<file path="config.mk">
export PLATFORM = sky130hd
export DESIGN_NAME = mdu_iter_flat
export DESIGN_NICKNAME = d
export VERILOG_FILES = /design/src/rtl/mdu_pkg.sv /design/src/rtl/mdu_iter_if.sv /design/src/rtl/div_radix2.sv /design/src/rtl/mdu_iter.sv /design/src/flat_wrapper.sv
export SDC_FILE = /design/constraint.sdc
export NUM_CORES = 2
export LEC_CHECK = 0
export CAP_MARGIN = 20
export CORE_ASPECT_RATIO = 0.8
export CORE_MARGIN = 2
export CORE_UTILIZATION = 60
export CTS_BUF_LIST = sky130_fd_sc_hd__clkbuf_8
export DETAILED_ROUTE_END_ITERATION = 8
export GPL_TIMING_DRIVEN = 0
export PLACE_DENSITY = 0.83
export SYNTH_ARGS = -nofsm -noshare
export SYNTH_HDL_FRONTEND = slang
export SYNTH_HIERARCHICAL = 1
export SYNTH_SLANG_ARGS = --single-unit
</file>
<file path="constraint.sdc">
create_clock -name clk -period 9.9 [get_ports clk]
set_input_delay 1.485 -clock clk [delete_from_list [all_inputs] [get_ports clk]]
set_output_delay 1.485 -clock clk [all_outputs]
set_load 0.01 [all_outputs]
</file>
<file path="src/rtl/mdu_pkg.sv">
`default_nettype none
// ---------------------------------------------------------------------------
// Module   : mdu_pkg
// Purpose  : Opcodes and FSM state encoding shared by the MDU and decode.
// Revision : 1.0
// ---------------------------------------------------------------------------
package mdu_pkg;

  localparam logic [2:0] MDU_MULT  = 3'd0;
  localparam logic [2:0] MDU_MULTU = 3'd1;
  localparam logic [2:0] MDU_DIV   = 3'd2;
  localparam logic [2:0] MDU_DIVU  = 3'd3;
  localparam logic [2:0] MDU_MTHI  = 3'd4;
  localparam logic [2:0] MDU_MTLO  = 3'd5;

  typedef enum logic [1:0] {
    ST_IDLE = 2'd0,
    ST_MUL  = 2'd1,
    ST_DIV  = 2'd2,
    ST_FIX  = 2'd3
  } mdu_state_t;

  function automatic logic is_signed_op(input logic [2:0] op);
    return (op == MDU_MULT) || (op == MDU_DIV);
  endfunction

endpackage
`default_nettype wire

</file>
<file path="src/rtl/mdu_iter_if.sv">
`default_nettype none
// ---------------------------------------------------------------------------
// Module   : mdu_iter_if
// Purpose  : Request/response bundle between the execute stage and the MDU.
// Revision : 1.0
// ---------------------------------------------------------------------------
interface mdu_iter_if #(
  parameter int WIDTH = 32
);
  logic             req_valid;
  logic             req_ready;
  logic [2:0]       req_op;
  logic [WIDTH-1:0] req_src1;
  logic [WIDTH-1:0] req_src2;
  logic             cancel;
  logic             busy;
  logic             done;
  logic             div_zero;
  logic [WIDTH-1:0] hi;
  logic [WIDTH-1:0] lo;

  modport master (
    output req_valid, req_op, req_src1, req_src2, cancel,
    input  req_ready, busy, done, div_zero, hi, lo
  );

  modport slave (
    input  req_valid, req_op, req_src1, req_src2, cancel,
    output req_ready, busy, done, div_zero, hi, lo
  );
endinterface
`default_nettype wire

</file>
<file path="src/rtl/div_radix2.sv">
`default_nettype none
// ---------------------------------------------------------------------------
// Module   : div_radix2
// Purpose  : Unsigned restoring radix-2 divider, one quotient bit per cycle.
// Revision : 1.0
// ---------------------------------------------------------------------------
module div_radix2 #(
  parameter int WIDTH = 32
) (
  input  logic             clk,
  input  logic             resetn,
  input  logic             start,
  input  logic             abort,
  input  logic [WIDTH-1:0] dividend,
  input  logic [WIDTH-1:0] divisor,
  output logic             busy,
  output logic             last,
  output logic [WIDTH-1:0] quotient,
  output logic [WIDTH-1:0] remainder
);

  localparam int c_cnt_w = $clog2(WIDTH + 1);

  logic [c_cnt_w-1:0] r_cnt;
  logic [WIDTH-1:0]   r_quo;
  logic [WIDTH-1:0]   r_rem;
  logic [WIDTH-1:0]   r_dsr;
  logic [WIDTH:0]     w_shift;
  logic [WIDTH:0]     w_diff;
  logic               w_qbit;

  // Partial remainder never exceeds the divisor, so WIDTH+1 bits hold the trial.
  assign w_shift = {r_rem, r_quo[WIDTH-1]};
  assign w_diff  = w_shift - {1'b0, r_dsr};
  assign w_qbit  = ~w_diff[WIDTH];

  always_ff @(posedge clk or negedge resetn) begin
    if (!resetn) begin
      r_cnt <= '0;
      r_quo <= '0;
      r_rem <= '0;
      r_dsr <= '0;
    end else if (abort) begin
      r_cnt <= '0;
    end else if (start) begin
      r_cnt <= c_cnt_w'(WIDTH);
      r_quo <= dividend;
      r_rem <= '0;
      r_dsr <= divisor;
    end else if (r_cnt != '0) begin
      r_cnt <= r_cnt - 1'b1;
      r_quo <= {r_quo[WIDTH-2:0], w_qbit};
      r_rem <= w_qbit ? w_diff[WIDTH-1:0] : w_shift[WIDTH-1:0];
    end
  end

  assign busy      = (r_cnt != '0);
  assign last      = (r_cnt == c_cnt_w'(1));
  assign quotient  = r_quo;
  assign remainder = r_rem;

endmodule
`default_nettype wire

</file>
<file path="src/rtl/mdu_iter.sv">
`default_nettype none
// ---------------------------------------------------------------------------
// Module   : mdu_iter
// Purpose  : Multiply/divide unit with HI/LO, iterative divide, pipelined mul.
// Revision : 1.0
// ---------------------------------------------------------------------------
module mdu_iter
  import mdu_pkg::*;
#(
  parameter int WIDTH   = 32,
  parameter int MUL_LAT = 2
) (
  input  logic       clk,
  input  logic       resetn,
  mdu_iter_if.slave  bus
);

  localparam int c_mcnt_w = $clog2(MUL_LAT + 1);

  mdu_state_t          r_state;
  logic [c_mcnt_w-1:0] r_mcnt;
  logic [2*WIDTH-1:0]  r_mul_a;
  logic [2*WIDTH-1:0]  r_mul_b;
  logic                r_neg_q;
  logic                r_neg_r;
  logic                r_div_zero;
  logic [WIDTH-1:0]    r_hi;
  logic [WIDTH-1:0]    r_lo;
  logic                r_done;
  logic                r_dz;

  logic                w_accept;
  logic                w_signed;
  logic                w_s1_neg;
  logic                w_s2_neg;
  logic                w_div_start;
  logic                w_div_busy;
  logic                w_div_last;
  logic [WIDTH-1:0]    w_mag1;
  logic [WIDTH-1:0]    w_mag2;
  logic [WIDTH-1:0]    w_quo;
  logic [WIDTH-1:0]    w_rem;
  logic [WIDTH-1:0]    w_fix_q;
  logic [WIDTH-1:0]    w_fix_r;
  logic [2*WIDTH-1:0]  w_prod;
  logic [2*WIDTH-1:0]  w_mul_result;

  assign w_accept    = bus.req_valid && (r_state == ST_IDLE) && !bus.cancel;
  assign w_signed    = is_signed_op(bus.req_op);
  assign w_s1_neg    = w_signed && bus.req_src1[WIDTH-1];
  assign w_s2_neg    = w_signed && bus.req_src2[WIDTH-1];
  assign w_mag1      = w_s1_neg ? -bus.req_src1 : bus.req_src1;
  assign w_mag2      = w_s2_neg ? -bus.req_src2 : bus.req_src2;
  assign w_div_start = w_accept && ((bus.req_op == MDU_DIV) || (bus.req_op == MDU_DIVU));

  div_radix2 #(
    .WIDTH (WIDTH)
  ) u_div (
    .clk       (clk),
    .resetn    (resetn),
    .start     (w_div_start),
    .abort     (bus.cancel),
    .dividend  (w_mag1),
    .divisor   (w_mag2),
    .busy      (w_div_busy),
    .last      (w_div_last),
    .quotient  (w_quo),
    .remainder (w_rem)
  );

  // Operands are pre-extended to 2*WIDTH, so the truncated product is exact.
  assign w_prod = r_mul_a * r_mul_b;

  generate
    if (MUL_LAT == 1) begin : g_mul_direct
      assign w_mul_result = w_prod;
    end else begin : g_mul_pipe
      logic [2*WIDTH-1:0] r_prod;
      always_ff @(posedge clk or negedge resetn) begin
        if (!resetn) begin
          r_prod <= '0;
        end else if (r_state == ST_MUL) begin
          r_prod <= w_prod;
        end
      end
      assign w_mul_result = r_prod;
    end
  endgenerate

  // Zero divisor: core yields all-ones quotient and |dividend| remainder;
  // restoring the dividend sign on the remainder returns the original source.
  assign w_fix_q = r_div_zero ? {WIDTH{1'b1}} : (r_neg_q ? -w_quo : w_quo);
  assign w_fix_r = r_neg_r ? -w_rem : w_rem;

  always_ff @(posedge clk or negedge resetn) begin
    if (!resetn) begin
      r_state    <= ST_IDLE;
      r_mcnt     <= '0;
      r_mul_a    <= '0;
      r_mul_b    <= '0;
      r_neg_q    <= 1'b0;
      r_neg_r    <= 1'b0;
      r_div_zero <= 1'b0;
      r_hi       <= '0;
      r_lo       <= '0;
      r_done     <= 1'b0;
      r_dz       <= 1'b0;
    end else begin
      r_done <= 1'b0;
      r_dz   <= 1'b0;
      if (bus.cancel) begin
        r_state <= ST_IDLE;
      end else begin
        case (r_state)
          ST_IDLE: begin
            if (w_accept) begin
              case (bus.req_op)
                MDU_MULT, MDU_MULTU: begin
                  r_state <= ST_MUL;
                  r_mcnt  <= c_mcnt_w'(MUL_LAT);
                  r_mul_a <= {{WIDTH{w_s1_neg}}, bus.req_src1};
                  r_mul_b <= {{WIDTH{w_s2_neg}}, bus.req_src2};
                end
                MDU_DIV, MDU_DIVU: begin
                  r_state    <= ST_DIV;
                  r_neg_q    <= w_s1_neg ^ w_s2_neg;
                  r_neg_r    <= w_s1_neg;
                  r_div_zero <= (bus.req_src2 == '0);
                end
                MDU_MTHI: r_hi <= bus.req_src1;
                MDU_MTLO: r_lo <= bus.req_src1;
                default: ;
              endcase
            end
          end
          ST_MUL: begin
            r_mcnt <= r_mcnt - 1'b1;
            if (r_mcnt == c_mcnt_w'(1)) begin
              {r_hi, r_lo} <= w_mul_result;
              r_done       <= 1'b1;
              r_state      <= ST_IDLE;
            end
          end
          ST_DIV: begin
            if (w_div_last || !w_div_busy) begin
              r_state <= ST_FIX;
            end
          end
          ST_FIX: begin
            r_hi    <= w_fix_r;
            r_lo    <= w_fix_q;
            r_done  <= 1'b1;
            r_dz    <= r_div_zero;
            r_state <= ST_IDLE;
          end
          default: r_state <= ST_IDLE;
        endcase
      end
    end
  end

  assign bus.req_ready = (r_state == ST_IDLE);
  assign bus.busy      = (r_state != ST_IDLE);
  assign bus.done      = r_done;
  assign bus.div_zero  = r_dz;
  assign bus.hi        = r_hi;
  assign bus.lo        = r_lo;

endmodule
`default_nettype wire

</file>
<file path="src/flat_wrapper.sv">
// flat-port wrapper written by rule: the top's interface ports become plain ports
module mdu_iter_flat import mdu_pkg::*;
#(
  parameter int WIDTH   = 32,
  parameter int MUL_LAT = 2
)
  (clk, resetn, bus_req_valid, bus_req_op, bus_req_src1, bus_req_src2, bus_cancel, bus_req_ready, bus_busy, bus_done, bus_div_zero, bus_hi, bus_lo);
  mdu_iter_if #(.WIDTH(WIDTH)) bus_i ();
  input  logic clk;
  input  logic resetn;
  input wire logic [$bits(bus_i.req_valid)-1:0] bus_req_valid;
  input wire logic [$bits(bus_i.req_op)-1:0] bus_req_op;
  input wire logic [$bits(bus_i.req_src1)-1:0] bus_req_src1;
  input wire logic [$bits(bus_i.req_src2)-1:0] bus_req_src2;
  input wire logic [$bits(bus_i.cancel)-1:0] bus_cancel;
  output wire logic [$bits(bus_i.req_ready)-1:0] bus_req_ready;
  output wire logic [$bits(bus_i.busy)-1:0] bus_busy;
  output wire logic [$bits(bus_i.done)-1:0] bus_done;
  output wire logic [$bits(bus_i.div_zero)-1:0] bus_div_zero;
  output wire logic [$bits(bus_i.hi)-1:0] bus_hi;
  output wire logic [$bits(bus_i.lo)-1:0] bus_lo;
  assign bus_i.req_valid = bus_req_valid;
  assign bus_i.req_op = bus_req_op;
  assign bus_i.req_src1 = bus_req_src1;
  assign bus_i.req_src2 = bus_req_src2;
  assign bus_i.cancel = bus_cancel;
  assign bus_req_ready = bus_i.req_ready;
  assign bus_busy = bus_i.busy;
  assign bus_done = bus_i.done;
  assign bus_div_zero = bus_i.div_zero;
  assign bus_hi = bus_i.hi;
  assign bus_lo = bus_i.lo;
  mdu_iter #(.WIDTH(WIDTH), .MUL_LAT(MUL_LAT)) u_core (.clk(clk), .resetn(resetn), .bus(bus_i));
endmodule
</file>
Yosys cells after proc, flatten, opt, wreduce, memory -nomap -nowiden
Cells that the tools add are included.
Word-level totals
  register bits after elaboration: 305
  input bits: 71
  output and inout bits: 68
  logic and storage cells: 110
Cells by class
  add/sub/neg operators: 7
  multiply operators: 1
  equality and inequality tests: 19
  muxes and demuxes: 35
  bitwise logic cells: 3
  reduce and logical (&&, ||, !) cells: 29
Operator list (number)
  $mux W32: 16
  $pmux W32 S3: 2
  $neg A32 Y32: 4
  $mul A33 B33 Y64: 1
  $sub A33 B32 Y33: 1
  $logic_not A32 Y1: 1
  $mux W6: 3
  $reduce_and A4 Y1: 4
  $mux W2: 6
  $reduce_and A5 Y1: 2
  $ne A2 B1 Y1 const B: 4
  $pmux W2 S2: 2
  $pmux W2 S4: 1
  $eq A3 B2 Y1 const B: 2
  $eq A3 B3 Y1 const B: 2
  $eq A6 B1 Y1 const B: 1
  $ne A3 B2 Y1 const B: 2
  $reduce_bool A2 Y1: 3
  $reduce_bool A3 Y1: 2
  $reduce_bool A6 Y1: 1
  $sub A6 B1 Y6 const B: 1
  $logic_and A1 B1 Y1: 5
  $eq A2 B1 Y1 const B: 2
  $eq A2 B2 Y1 const B: 2
  15 further kinds: 24

Depth between registers and ports, before layout
  depth in word-level cells: 6
  mapped depth: 29
  depth with buffers taken out: 27

Cells and area by module
The synthesis kept the hierarchy.
Modules (own cells, without submodules)
  mdu_iter: times used 1, cells each 5388, area an instance 49308.5 µm², seq. area each 5079.9 µm²
  div_radix2: times used 1, cells each 708, area an instance 6352.3 µm², seq. area each 2552.4 µm²

Worst setup path after synthesis
No wires, ideal clock.
  path kind: register -> register
  from: register u_core.r_mul_a[32]
  to: register u_core.g_mul_pipe.r_prod[59]
  setup time: 0.133 ns
  data arrival time: 7.487 ns
  path slack: 2.280 ns
  cell stages (with the launch flop): 28
  path buffers: 2
  clock period less this slack: 7.620 ns
  cell sequence: dfrtp_1 -> clkbuf_1 -> nand2_1 -> inv_1 -> fa_1 -> fa_1 -> fa_1 -> inv_1 -> fa_1 -> inv_1 -> fa_1 -> fa_1 -> fa_1 -> inv_1 -> fa_1 -> inv_1 -> ha_1 -> clkbuf_1 -> a21o_1 -> o21bai_1 -> a21o_1 -> a21oi_1 -> o21ai_0 -> a221oi_1 -> nand2_1 -> a311oi_1 -> xor2_1 -> o21ai_0
On the way
  longest elaborated chain between the ends: 1
RTL lines
  start, declared: RTL line mdu_iter.sv:22  | logic [2*WIDTH-1:0] r_mul_a;
  start signal, assigned: RTL line mdu_iter.sv:121  | r_mul_a <= {{WIDTH{w_s1_neg}}, bus.req_src1};
  $mul A33 B33 Y64: RTL line mdu_iter.sv:72  | assign w_prod = r_mul_a * r_mul_b;
  end signal, assigned: RTL line mdu_iter.sv:83  | r_prod <= w_prod;
  end, declared: RTL line mdu_iter.sv:78  | logic [2*WIDTH-1:0] r_prod;
No other way between the ends.
A chain may end at the register's enable or synchronous reset.

Final worst setup path
  from: register u_core.r_mul_b[11]
  to: register u_core.g_mul_pipe.r_prod[63]
On the way
  longest elaborated chain between the ends: 1
RTL lines
  start, declared: RTL line mdu_iter.sv:23  | logic [2*WIDTH-1:0] r_mul_b;
  start signal, assigned: RTL line mdu_iter.sv:122  | r_mul_b <= {{WIDTH{w_s2_neg}}, bus.req_src2};
  $mul A33 B33 Y64: RTL line mdu_iter.sv:72
No other way between the ends.

==> results.env <==
POSTSYNTH.TOPFLOPCELL='sky130_fd_sc_hd__dfrtp_1'
TIMING.CRITICAL_PATH.MODE_CELL='sky130_fd_sc_hd__fa_1'
EFFECTIVE_UTILIZATION_AT_FLOORPLAN_PCT=60.8
YOSYS.AREA.TOP_TYPE='sky130_fd_sc_hd__fa_1'
CP_TOP_FAMILY='adder cells'
FINALWORSTSETUPSLACK_NS=-0.0646
POSTSYNTHREGISTERBITS=305
FINISH.NET_COUNT=7761
CORE.ROWCOUNT=99
CLK_PIN_SLEW_WORST_PATHS_NS=0.08
SYN_TO_FINAL_GROWTH_PCT=8.11
TIMING.CRITICAL_PATH.SLOWEST_STAGE_CELL='sky130_fd_sc_hd__clkbuf_1'
GR-TOTAL-OVERFLOW=0
WORSTREGTOREGCELLS=25
DRT_DRC_VIOLATIONS_LEFT=6
VIAS=47367
CLKSINKCOUNT=305
HOLD-WORST-SLACK_NS=0.482
MAX_FREQ_MHz=100
RSZ0062_AT_GRT='yes'
DR.PASS1.ITERS=9
WIRE_LENGTH_OF_THE_FIRST_GLOBAL_ROUTING_PASS_MM=332
LAYOUT_COMMONEST_CELL='sky130_fd_sc_hd__inv_1'
ANTENNA_VIOLATIONS_BEFORE_REPAIR=36
SYNTH.AREA.TOP_CELLS='sky130_fd_sc_hd__fa_1 (40%), sky130_fd_sc_hd__dfrtp_1 (14%), sky130_fd_sc_hd__inv_1 (7.9%)'
SYNTHESIS.INSTANCES=6096
CTSHTREEMAXLEVEL=2
FINALWEIGHTEDCONGESTION=1.12
WL_PER_CELL_UM=30.3
NUMBER_OF_I_O_PINS=139
NUMBER_OF_GLOBAL_ROUTE_VIAS_BEFORE_REPAIR=47976
DRT_FIRST_ITER_VIOLATIONS=6474
SYNTH.LIB_CELLS_USED.DISTINCT=90
VIOLATIONS_IN_THE_FINAL_REPORTS='DRC, setup timing'
SYNTH_CELL_AREA_UM2=55700
TIMING_WORST_SLEW_PIN_VALUE_NS=1.32
TIMING.FINAL.CRIT_SHARE_PCT=101
FIN_CELLS=7602
MAX-CAP-VIOLATIONS=0
PLACEMENT.IO_BUFFERS=136
DIE_SPAN_X_UM=345
SETUP_VIOL=1
DPL-INSTANCE-AREA_UM2=59000
OUTCOME='finished with violations'
TIMING.CRITICAL_PATH.FROM_TYPE='register'
DIE-AREA_UM2=95200
FINAL.SETUP.TNS_NS=-0.0646
CLOCK_SKEW_NS=0.0444
ASYNC_FLOP_SHARE_PCT=100
SYNTH_WARNINGS=6
POST_ROUTE_CELLS_DRIVE_ABOVE_1_SHARE_PCT=3.67
TIMING.HOLD.WORST.CLASS='register to register'
CRIT_REQUIRED_NS=10.38
CLK-INSERTION-DELAY-LATE_NS=0.64
SYNTH_TOP_CELL_AREA_SHARE_PCT=40.5
DIE_H_UM=276
SYNTH-SEQ-AREA-SHARE_PCT=13.7
WORST-SETUP-PATH-TYPE='register to register'
CRIT_FANOUT=10
CRITPATHMAXSTAGEDELAY_NS=0.84
GRT_USE_TOTAL_PCT=49.5
SYNTH_EDF_COUNT=0
ROUTE.FINAL.WIRE_LENGTH_MM=230
PLACE.DETAILED.INSTANCES=7472
TIMING_HOLD_VIOLATIONS_FINAL=0
LAYOUT.CELLS.MOST_COMMON_LIST='sky130_fd_sc_hd__inv_1 (1,186), sky130_fd_sc_hd__fa_1 (1,126), sky130_fd_sc_hd__nand2_1 (875)'
TOTAL_CLOCK_BUFFERS_CREATED_BY_CTS=42
FINAL.MIN_CLOCK_PERIOD_NS=9.96
WORST_HOLD_PATH.NUM_CELLS=2
CRITICAL_PATH_BUF_INV_COUNT=5
REPORT.FINAL.SLEW_VIOL_COUNT=0
SLEW_HEADROOM_PCT=12.1
ANTENNA_LEFT=0
POSTSYNTHNETCOUNT=7544
DPL.HPWL_MM=189
ROUTED_VIA_DENSITY=6.23
CTSROOTBUFFERMASTER='sky130_fd_sc_hd__clkbuf_8'
FINALINSTANCEAREA_UM2=60200
TRITONCTS='done'
CP_NUM_CELLS=25
END_KIND='register'
SYN-MEAN-INSTANCE-AREA_UM2=9.13
DESIGN.CORE.AREA_UM2=91500
CLOCKBUFFERDEPTH=3
CRIT_ARRIVAL_NS=10.45
GRT_MAX_DEGREE=114
[routing by layer]
metal / global-route usage [%] / vias to the layer above / part of all wire (%)
li1: - / 19030 / -
met1: 67.4 / 23945 / 38
met2: 63.6 / 3605 / 38
met3: 25.7 / 769 / 17
met4: 25.0 / 18 / 6.2
met5: 2.24 / - / 0.17
[stage by stage]
stage | setup slack [ns] | utilization [%]
floorplan | 2.28 | -
global placement | -5.80 | 63.9
detailed placement | 0.0734 | 64.5
CTS | 0.0369 | 65.4
global route | -0.0270 | 65.6
finish | -0.0646 | 65.7
[flip-flops by register name, indices dropped and copies added (netlist names), 6 cells and up]
register	cells
u_core/bus.hi	32
u_core/g_mul_pipe.r_prod	64
u_core/u_div/remainder	32
u_core/bus.lo	32
u_core/u_div/r_dsr	32
u_core/u_div/r_cnt	6
u_core/u_div/quotient	32
u_core/r_mul_a	33
u_core/r_mul_b	33
[worst min-delay path, delay by kind of cell, from the launching register on]
family / cells / cell delay [ns]
flip-flops: 1 / 0.35
AND/OR/NAND/NOR: 2 / 0.10
[final cells by class]
class | count | area [µm²]
Antenna cell | 44 | 110
Sequential cell | 305 | 7630
Multi-Input combinational cell | 4286 | 42300
Tap cell | 1212 | 1520
Timing Repair Buffer | 176 | 2000
Clock buffer | 51 | 702
Inverter | 1173 | 4400
Fill cell | 7690 | 31400
Clock inverter | 26 | 153
Buffer | 329 | 1310
[kinds of logic after synthesis]
logic type               Yosys count  share of synthesized area, %
flip-flops                       305                          13.7
AND/OR/NAND/NOR                 1807                          15.8
AO/OA/AOI/OAI                    756                          8.25
XOR/XNOR                         221                          3.48
adder cells (fa/ha/maj)         1377                          46.1
multiplexers                     125                          2.38
buffers and inverters           1505                          10.2
[cell usage after synthesis, types with 6 or more instances]
cell type and number:
sky130_fd_sc_hd__nor4_1 13, sky130_fd_sc_hd__nand3_1 34, sky130_fd_sc_hd__nor2b_1 54, sky130_fd_sc_hd__inv_1 1173, sky130_fd_sc_hd__nor2_1 138, sky130_fd_sc_hd__and3b_1 6
sky130_fd_sc_hd__xor2_1 113, sky130_fd_sc_hd__o21bai_1 15, sky130_fd_sc_hd__mux2_2 59, sky130_fd_sc_hd__o41ai_1 16, sky130_fd_sc_hd__nand4_1 11, sky130_fd_sc_hd__a31oi_1 13
sky130_fd_sc_hd__buf_1 8, sky130_fd_sc_hd__mux2i_1 66, sky130_fd_sc_hd__clkbuf_1 313, sky130_fd_sc_hd__a21oi_1 187, sky130_fd_sc_hd__or4_1 12, sky130_fd_sc_hd__xnor2_1 108
sky130_fd_sc_hd__o21a_1 12, sky130_fd_sc_hd__dfrtp_1 305, sky130_fd_sc_hd__nand2_1 875, sky130_fd_sc_hd__a221oi_1 11, sky130_fd_sc_hd__and3_1 11, sky130_fd_sc_hd__nand2b_1 25
sky130_fd_sc_hd__buf_2 6, sky130_fd_sc_hd__or3_1 14, sky130_fd_sc_hd__o211ai_1 8, sky130_fd_sc_hd__and2_1 543, sky130_fd_sc_hd__o31ai_1 35, sky130_fd_sc_hd__nor3_1 32
sky130_fd_sc_hd__o21ai_0 282, sky130_fd_sc_hd__a211oi_1 13, sky130_fd_sc_hd__ha_1 251, sky130_fd_sc_hd__o21ai_1 39, sky130_fd_sc_hd__a21o_1 48, sky130_fd_sc_hd__fa_1 1126
[repair_timing]
action	in CTS	in global routing
gates resized for setup	0	87
hold buffers	0	0
buffers inserted	0	0
endpoints found under the setup margin	0	8
[worst paths after layout]
check,from,to,slack (ns)
max in group asynchronous,resetn,u_core/u_div/remainder[30],7.43
setup / recovery,u_core/r_mul_b[11],u_core/g_mul_pipe.r_prod[63],-0.06
hold reg to reg,u_core/g_mul_pipe.r_prod[2],u_core/g_mul_pipe.r_prod[2],0.48
hold / removal,u_core/g_mul_pipe.r_prod[2],u_core/g_mul_pipe.r_prod[2],0.48
setup reg to reg,u_core/r_mul_b[11],u_core/g_mul_pipe.r_prod[63],-0.06
min in group asynchronous,resetn,u_core/bus.lo[10],0.94
Power is not shown: default switching activity piles up to over one toggle a cycle in this logic, so the estimate is an artifact.
